$ cat src/rtl/mem_arbiter.sv
// mem_arbiter: shares one single-port RAM between the CPU instruction-fetch port and the
// CPU data port. Each access is latched in IDLE, then driven to the RAM in ACCESS. Reads
// complete in RESP. Data requests win by default. A starvation counter forces an
// instruction grant after STARVE_LIMIT consecutive data grants while a fetch is pending.
//
// Ports:
//   clk, reset                 : clock (rising edge), synchronous active-high reset
//   instr_address/read         : fetch request in
//   instr_readdata/waitrequest : fetch response out
//   data_address/read/write/byteenable/writedata : load/store request in
//   data_readdata/waitrequest  : load/store response out
//   mem_address/read/write/byteenable/writedata  : RAM request out
//   mem_readdata               : RAM read data in, valid one cycle after mem_read
//
// Optional feature macro: MEM_ARB_IBUF_EN
//   Adds a one-entry instruction buffer. A fetch that hits the buffer in IDLE completes in
//   the same cycle, without a memory access.
module mem_arbiter #(
   parameter int unsigned STARVE_LIMIT = 4
) (
   input  logic        clk,
   input  logic        reset,
   input  logic [31:0] instr_address,
   input  logic        instr_read,
   output logic [31:0] instr_readdata,
   output logic        instr_waitrequest,
   input  logic [31:0] data_address,
   input  logic        data_read,
   input  logic        data_write,
   input  logic [3:0]  data_byteenable,
   input  logic [31:0] data_writedata,
   output logic [31:0] data_readdata,
   output logic        data_waitrequest,
   output logic [31:0] mem_address,
   output logic        mem_read,
   output logic        mem_write,
   output logic [3:0]  mem_byteenable,
   output logic [31:0] mem_writedata,
   input  logic [31:0] mem_readdata
);

   localparam logic [3:0] LimitCnt = 4'(STARVE_LIMIT);

   typedef enum logic [1:0] {StIdle, StAccess, StResp} state_e;

   state_e      r_state;
   state_e      w_state_next;

   // Latched access: address, write data, byte lanes, op and winner
   logic [31:0] r_addr;
   logic [31:0] r_wdata;
   logic [3:0]  r_be;
   logic        r_is_write;
   logic        r_is_instr;
   logic [3:0]  r_starve_cnt;
   logic [31:0] r_instr_rdata;
   logic [31:0] r_data_rdata;

   logic        w_data_req;
   logic        w_instr_req;
   logic        w_instr_win;
   logic        w_grant;
   logic        w_data_grant;
   logic        w_instr_grant;
   logic        w_access_wr;
   logic        w_resp;
   logic        w_data_done;
   logic        w_instr_done;
   logic        w_ibuf_hit;

`ifdef MEM_ARB_IBUF_EN
   logic        r_ibuf_valid;
   logic [29:0] r_ibuf_tag;
   logic [31:0] r_ibuf_data;
   logic        w_wr_tag_match;

   // A store to the buffered word suppresses a hit in the same cycle so that stale data
   // is never returned.
   assign w_wr_tag_match = data_write && (data_address[31:2] == r_ibuf_tag);
   assign w_ibuf_hit     = !reset && (r_state == StIdle) && instr_read && r_ibuf_valid &&
                           (instr_address[31:2] == r_ibuf_tag) && !w_wr_tag_match;

   always_ff @(posedge clk) begin
      if (reset) begin
         r_ibuf_valid <= 1'b0;
         r_ibuf_tag   <= '0;
         r_ibuf_data  <= '0;
      end else if (w_resp && r_is_instr) begin
         r_ibuf_valid <= 1'b1;
         r_ibuf_tag   <= r_addr[31:2];
         r_ibuf_data  <= mem_readdata;
      end else if (w_data_grant && data_write && (data_address[31:2] == r_ibuf_tag)) begin
         r_ibuf_valid <= 1'b0;
      end
   end
`else
   assign w_ibuf_hit = 1'b0;
`endif

   // Arbitration (only meaningful in IDLE)
   assign w_data_req    = data_read || data_write;
   assign w_instr_req   = instr_read && !w_ibuf_hit;
   assign w_instr_win   = w_instr_req && (!w_data_req || (r_starve_cnt == LimitCnt));
   assign w_grant       = (r_state == StIdle) && (w_data_req || w_instr_req);
   assign w_data_grant  = w_grant && !w_instr_win;
   assign w_instr_grant = w_grant && w_instr_win;

   // Completion: writes ack in ACCESS, reads in RESP; reset suppresses any ack
   assign w_access_wr  = (r_state == StAccess) && r_is_write;
   assign w_resp       = (r_state == StResp);
   assign w_data_done  = !reset && !r_is_instr && (w_access_wr || w_resp);
   assign w_instr_done = (!reset && r_is_instr && w_resp) || w_ibuf_hit;

   assign instr_waitrequest = instr_read && !w_instr_done;
   assign data_waitrequest  = w_data_req && !w_data_done;

   assign mem_address    = r_addr;
   assign mem_writedata  = r_wdata;
   assign mem_byteenable = r_be;
   assign mem_read       = (r_state == StAccess) && !r_is_write;
   assign mem_write      = (r_state == StAccess) && r_is_write;

   // Readdata is a pass-through in RESP and holds its last value otherwise
   always_comb begin
      instr_readdata = r_instr_rdata;
      data_readdata  = r_data_rdata;
      if (!reset && w_resp) begin
         if (r_is_instr) begin
            instr_readdata = mem_readdata;
         end else begin
            data_readdata = mem_readdata;
         end
      end
`ifdef MEM_ARB_IBUF_EN
      if (w_ibuf_hit) begin
         instr_readdata = r_ibuf_data;
      end
`endif
   end

   always_comb begin
      w_state_next = r_state;
      unique case (r_state)
         StIdle:   if (w_grant) w_state_next = StAccess;
         StAccess: w_state_next = r_is_write ? StIdle : StResp;
         StResp:   w_state_next = StIdle;
         default:  w_state_next = StIdle;
      endcase
   end

   always_ff @(posedge clk) begin
      if (reset) begin
         r_state       <= StIdle;
         r_addr        <= '0;
         r_wdata       <= '0;
         r_be          <= '0;
         r_is_write    <= 1'b0;
         r_is_instr    <= 1'b0;
         r_instr_rdata <= '0;
         r_data_rdata  <= '0;
      end else begin
         r_state       <= w_state_next;
         r_instr_rdata <= instr_readdata;
         r_data_rdata  <= data_readdata;
         if (w_instr_grant) begin
            // Write data is left as-is so mem_writedata keeps its last latched value
            r_addr     <= instr_address;
            r_be       <= 4'hF;
            r_is_write <= 1'b0;
            r_is_instr <= 1'b1;
         end else if (w_data_grant) begin
            r_addr     <= data_address;
            r_wdata    <= data_writedata;
            r_be       <= data_byteenable;
            r_is_write <= data_write;
            r_is_instr <= 1'b0;
         end
      end
   end

   // Starvation counter: counts data grants that pass over a pending fetch
   always_ff @(posedge clk) begin
      if (reset || !instr_read) begin
         r_starve_cnt <= '0;
      end else if (w_ibuf_hit) begin
         r_starve_cnt <= r_starve_cnt;
      end else if (w_instr_grant) begin
         r_starve_cnt <= '0;
      end else if (w_data_grant && (r_starve_cnt != 4'hF)) begin
         r_starve_cnt <= r_starve_cnt + 4'd1;
      end
   end

endmodule
$ cat config.mk
export PLATFORM = sky130hd
export DESIGN_NAME = mem_arbiter
export DESIGN_NICKNAME = d
export VERILOG_FILES = /design/src/rtl/mem_arbiter.sv
export SDC_FILE = /design/constraint.sdc
export NUM_CORES = 1
export LEC_CHECK = 0
export BUFFER_PORTS_ARGS = -buffer_cell sky130_fd_sc_hd__buf_4
export CAP_MARGIN = 20
export CORE_ASPECT_RATIO = 1.75
export CORE_MARGIN = 4
export CORE_UTILIZATION = 30
export DETAILED_ROUTE_END_ITERATION = 8
export MAX_ROUTING_LAYER = met4
export SYNTH_ARGS = -nofsm -noshare
export SYNTH_HDL_FRONTEND = slang
export SYNTH_SLANG_ARGS = --single-unit
$ cat constraint.sdc
create_clock -name clk -period 1.61 [get_ports clk]
set_input_delay 0.4025 -clock clk [delete_from_list [all_inputs] [get_ports clk]]
set_output_delay 0.4025 -clock clk [all_outputs]
set_load 0.01 [all_outputs]
==> flow_summary.ini <==
[outcome]
status = finished with violations
violations = setup timing

[clock_network]
numCtsBuffers = 17
clk_pin_slew_ns = 0.06
hold_buffers = 0
cts_num_sinks = 140
htree_levels = 4
root_buffer = clkbuf_16
clock_path_buffers = 2
cts_tree = built
insertion_delay_ns = 0.42

[setup_path]
cp_common_cell = buf_6
cp_data_arrival_time_ns = 1.88
crit_required_ns = 1.21
max_stage_delay_ns = 0.32
worstSetupPathType = flip-flop to primary output
slowest_stage = dfxtp_2
cp_max_fo = 10
end_kind = primary output
cp-start-kind = flip-flop
crit_chain = nand2b_4, nor3b_4, buf_6, buf_12, mux2_4, buf_6

[sta]
finalHoldViolations = 0
fin_skew_ns = 0.00986
finalSetupTns_ns = -42.39
maxSlewViolCount = 0
worst_slew_pin_slew_ns = 0.935
setup_viol = 102
min_period_over_period_pct = 142
hold_ws_ns = 0.231
slew_headroom_pct = 37.7
rsz0062_at_grt = yes
period_minus_slack_ns = 2.28
layout_setup_ws_ns = -0.670
fmax_mhz = 439

[power_and_ir_drop]
peakVddDrop_mv = 0.526
power_switching_share_pct = 27.6
seqPwrFrac_pct = 38.8
power_density_nw_per_um2 = 951
power_mw = 9.76
internal_power_mw = 7.07
switching_power_mw = 2.69
power.leakage_nw = 4.49
p_comb_share_pct = 21.5
clkPwrFrac_pct = 39.7

[synth]
yosys_warnings = 0
seq_area_frac_synth_pct = 50.6
synth.avg_cell_area_um2 = 9.30
syn_nets = 735
synth_cell_type_count = 35
synthCells = 596
synth_seq_cells = 140
synth_area_um2 = 5540

[route]
routed_wl_mm = 21.0
viasPerCell = 4.76
drt_iter0_drc = 163
detail-route-antenna-nets = 0
dr.pass1.iters = 4
detail_route.wl_per_cell_um = 18.2
dr_total_vias = 5498
route.detailed.drc = 0

[layout]
antenna_cells = 0
areaGrowthSynthToFinish_pct = 85.2
fin_nets = 1047
postLayoutCellArea_um2 = 10300
layout-drive-gt1-share_pct = 60.6
final_core_util_pct = 56.6
instances_no_fill = 1155

[die]
die_y_um = 188
dieArea_um2 = 20800
die_w_um = 111
io_pins = 273
fp-row-count = 65
start_util_pct = 30.6
core_um2 = 18100

[placement]
place_area_um2 = 8130
dp_slack_ns = -0.332
hpwl_mm = 13.3
dp.cells = 1091
gp_congestion = 0.789
portBuffers = 272

[global_route]
grt_pass1_vias = 5339
antenna_found_initial = 0
grt_max_degree = 71
gr-usage-all-layers_pct = 18.0
grt_overflow_total = 0
grt_pass1_wl_mm = 28.6

[hold_path]
min_path_type = input pin to flip-flop

[flow_run]
drv_cap = 0
registers in the layout (all words and copies together) (netlist names):
signal / flops
r_starve_cnt: 4
mem_byteenable: 4
mem_writedata: 32
r_state: 2
r_instr_rdata: 32
r_is_instr: 1
r_is_write: 1
r_data_rdata: 32
mem_address: 32
area by class of cell:
cell class / count / area [um^2]
clock buffers: 18 / 439
clock inverters: 14 / 148
fillers: 1574 / 7870
inverters: 3 / 11.3
multi-input cells: 411 / 3440
flip-flops and latches: 140 / 2810
well taps: 234 / 293
repair buffers: 335 / 3130
layer usage:
metal  up-vias  GRT usage, %  share of wire (%)
li1       2635             -                  -
met1      2618          17.9                 35
met2       191          32.4                 56
met3        54          4.17                4.4
met4         0          9.63                4.4
met5         -             -                  0
cell usage in the layout, fill, tap and decap left out, drive strengths merged, types with 3 or more instances in the layout:
master / synthesis / routed
buf: 24 / 326
dfxtp: 140 / 140
nand2: 99 / 99
a21oi: 69 / 69
nor2b: 65 / 65
mux2: 64 / 64
nor2: 42 / 42
a211oi: 32 / 32
clkbuf: 19 / 27
nor3: 12 / 12
clkinv: 0 / 7
clkinvlp: 0 / 5
nand3: 4 / 4
o21ai: 4 / 4
inv: 3 / 3
o21a: 2 / 3
cells by family (layout without fill, tap and decap cells):
family / after synthesis / after routing / share of synthesized area [%]
and+or+nand+nor: 235 / 235 / 20.3
DFF: 140 / 140 / 50.6
AOI/OAI and AO/OA: 108 / 109 / 11.3
muxes: 64 / 64 / 13.0
buffers and inverters: 46 / 370 / 4.18
adders and majority gates: 2 / 2 / 0.451
xor gates and xnor gates: 1 / 1 / 0.158
final timing paths:
path                                   startpoint                 to  slack, ns  cells past startpoint
worst max-delay path                   r_state[0]  instr_readdata[2]      -0.67                      6
worst min-delay path            data_writedata[6]   mem_writedata[6]       0.23                      3
worst max register to register    r_starve_cnt[0]    mem_address[23]      -0.09                      8
worst min register to register  mem_writedata[25]  mem_writedata[25]       0.45                      2
critical path: cells and delay by family (launching register included):
kind | cells | cell delay (ns)
buffers and inverters | 3 | 0.45
AND/OR/NAND/NOR | 2 | 0.38
flip-flops | 1 | 0.32
multiplexers | 1 | 0.32
power by group through the flow:
stage	registers, mW	logic, mW	clock network (mW)
after floorplan	3.93	0.621	0
after global placement	3.85	1.58	0
after detailed placement	3.85	1.58	0
after CTS	3.78	1.68	3.97
after global routing	3.81	2.24	4.11
final	3.79	2.10	3.88
synthesized netlist by cell type (all sizes together):
| library cell | instances | area, um^2 |
|---|---|---|
| xnor2 | 1 | 8.76 |
| mux2 | 64 | 721 |
| o21a | 2 | 15.0 |
| a22oi | 1 | 7.51 |
| dfxtp | 140 | 2800 |
| nand3 | 4 | 20.0 |
| nor3 | 12 | 65.1 |
| nand4 | 1 | 6.26 |
| nand4b | 1 | 8.76 |
| nand3b | 1 | 7.51 |
| nor3b | 1 | 18.8 |
| or2 | 1 | 6.26 |
| nor2 | 42 | 158 |
| o21ai | 4 | 20.0 |
| a211oi | 32 | 240 |
| nand2b | 1 | 6.26 |
| nor4 | 1 | 6.26 |
| nand2 | 99 | 372 |
| buf | 24 | 149 |
| and2 | 1 | 6.26 |
| inv | 3 | 11.3 |
| and3 | 1 | 6.26 |
| nor2b | 65 | 407 |
| or3 | 1 | 6.26 |
| and3b | 2 | 17.5 |
| and4b | 1 | 10.0 |
| ha | 2 | 25.0 |
| a21oi | 69 | 345 |
| clkbuf | 19 | 71.3 |
timing repair:
action                     in CTS  in global routing
cloned                          3                 14
pin swaps                       2                 39
setup endpoints to repair     121                156
resized for setup              77                188
buffers inserted                5                 12
No activity file was read; power rests on OpenSTA's default activity.
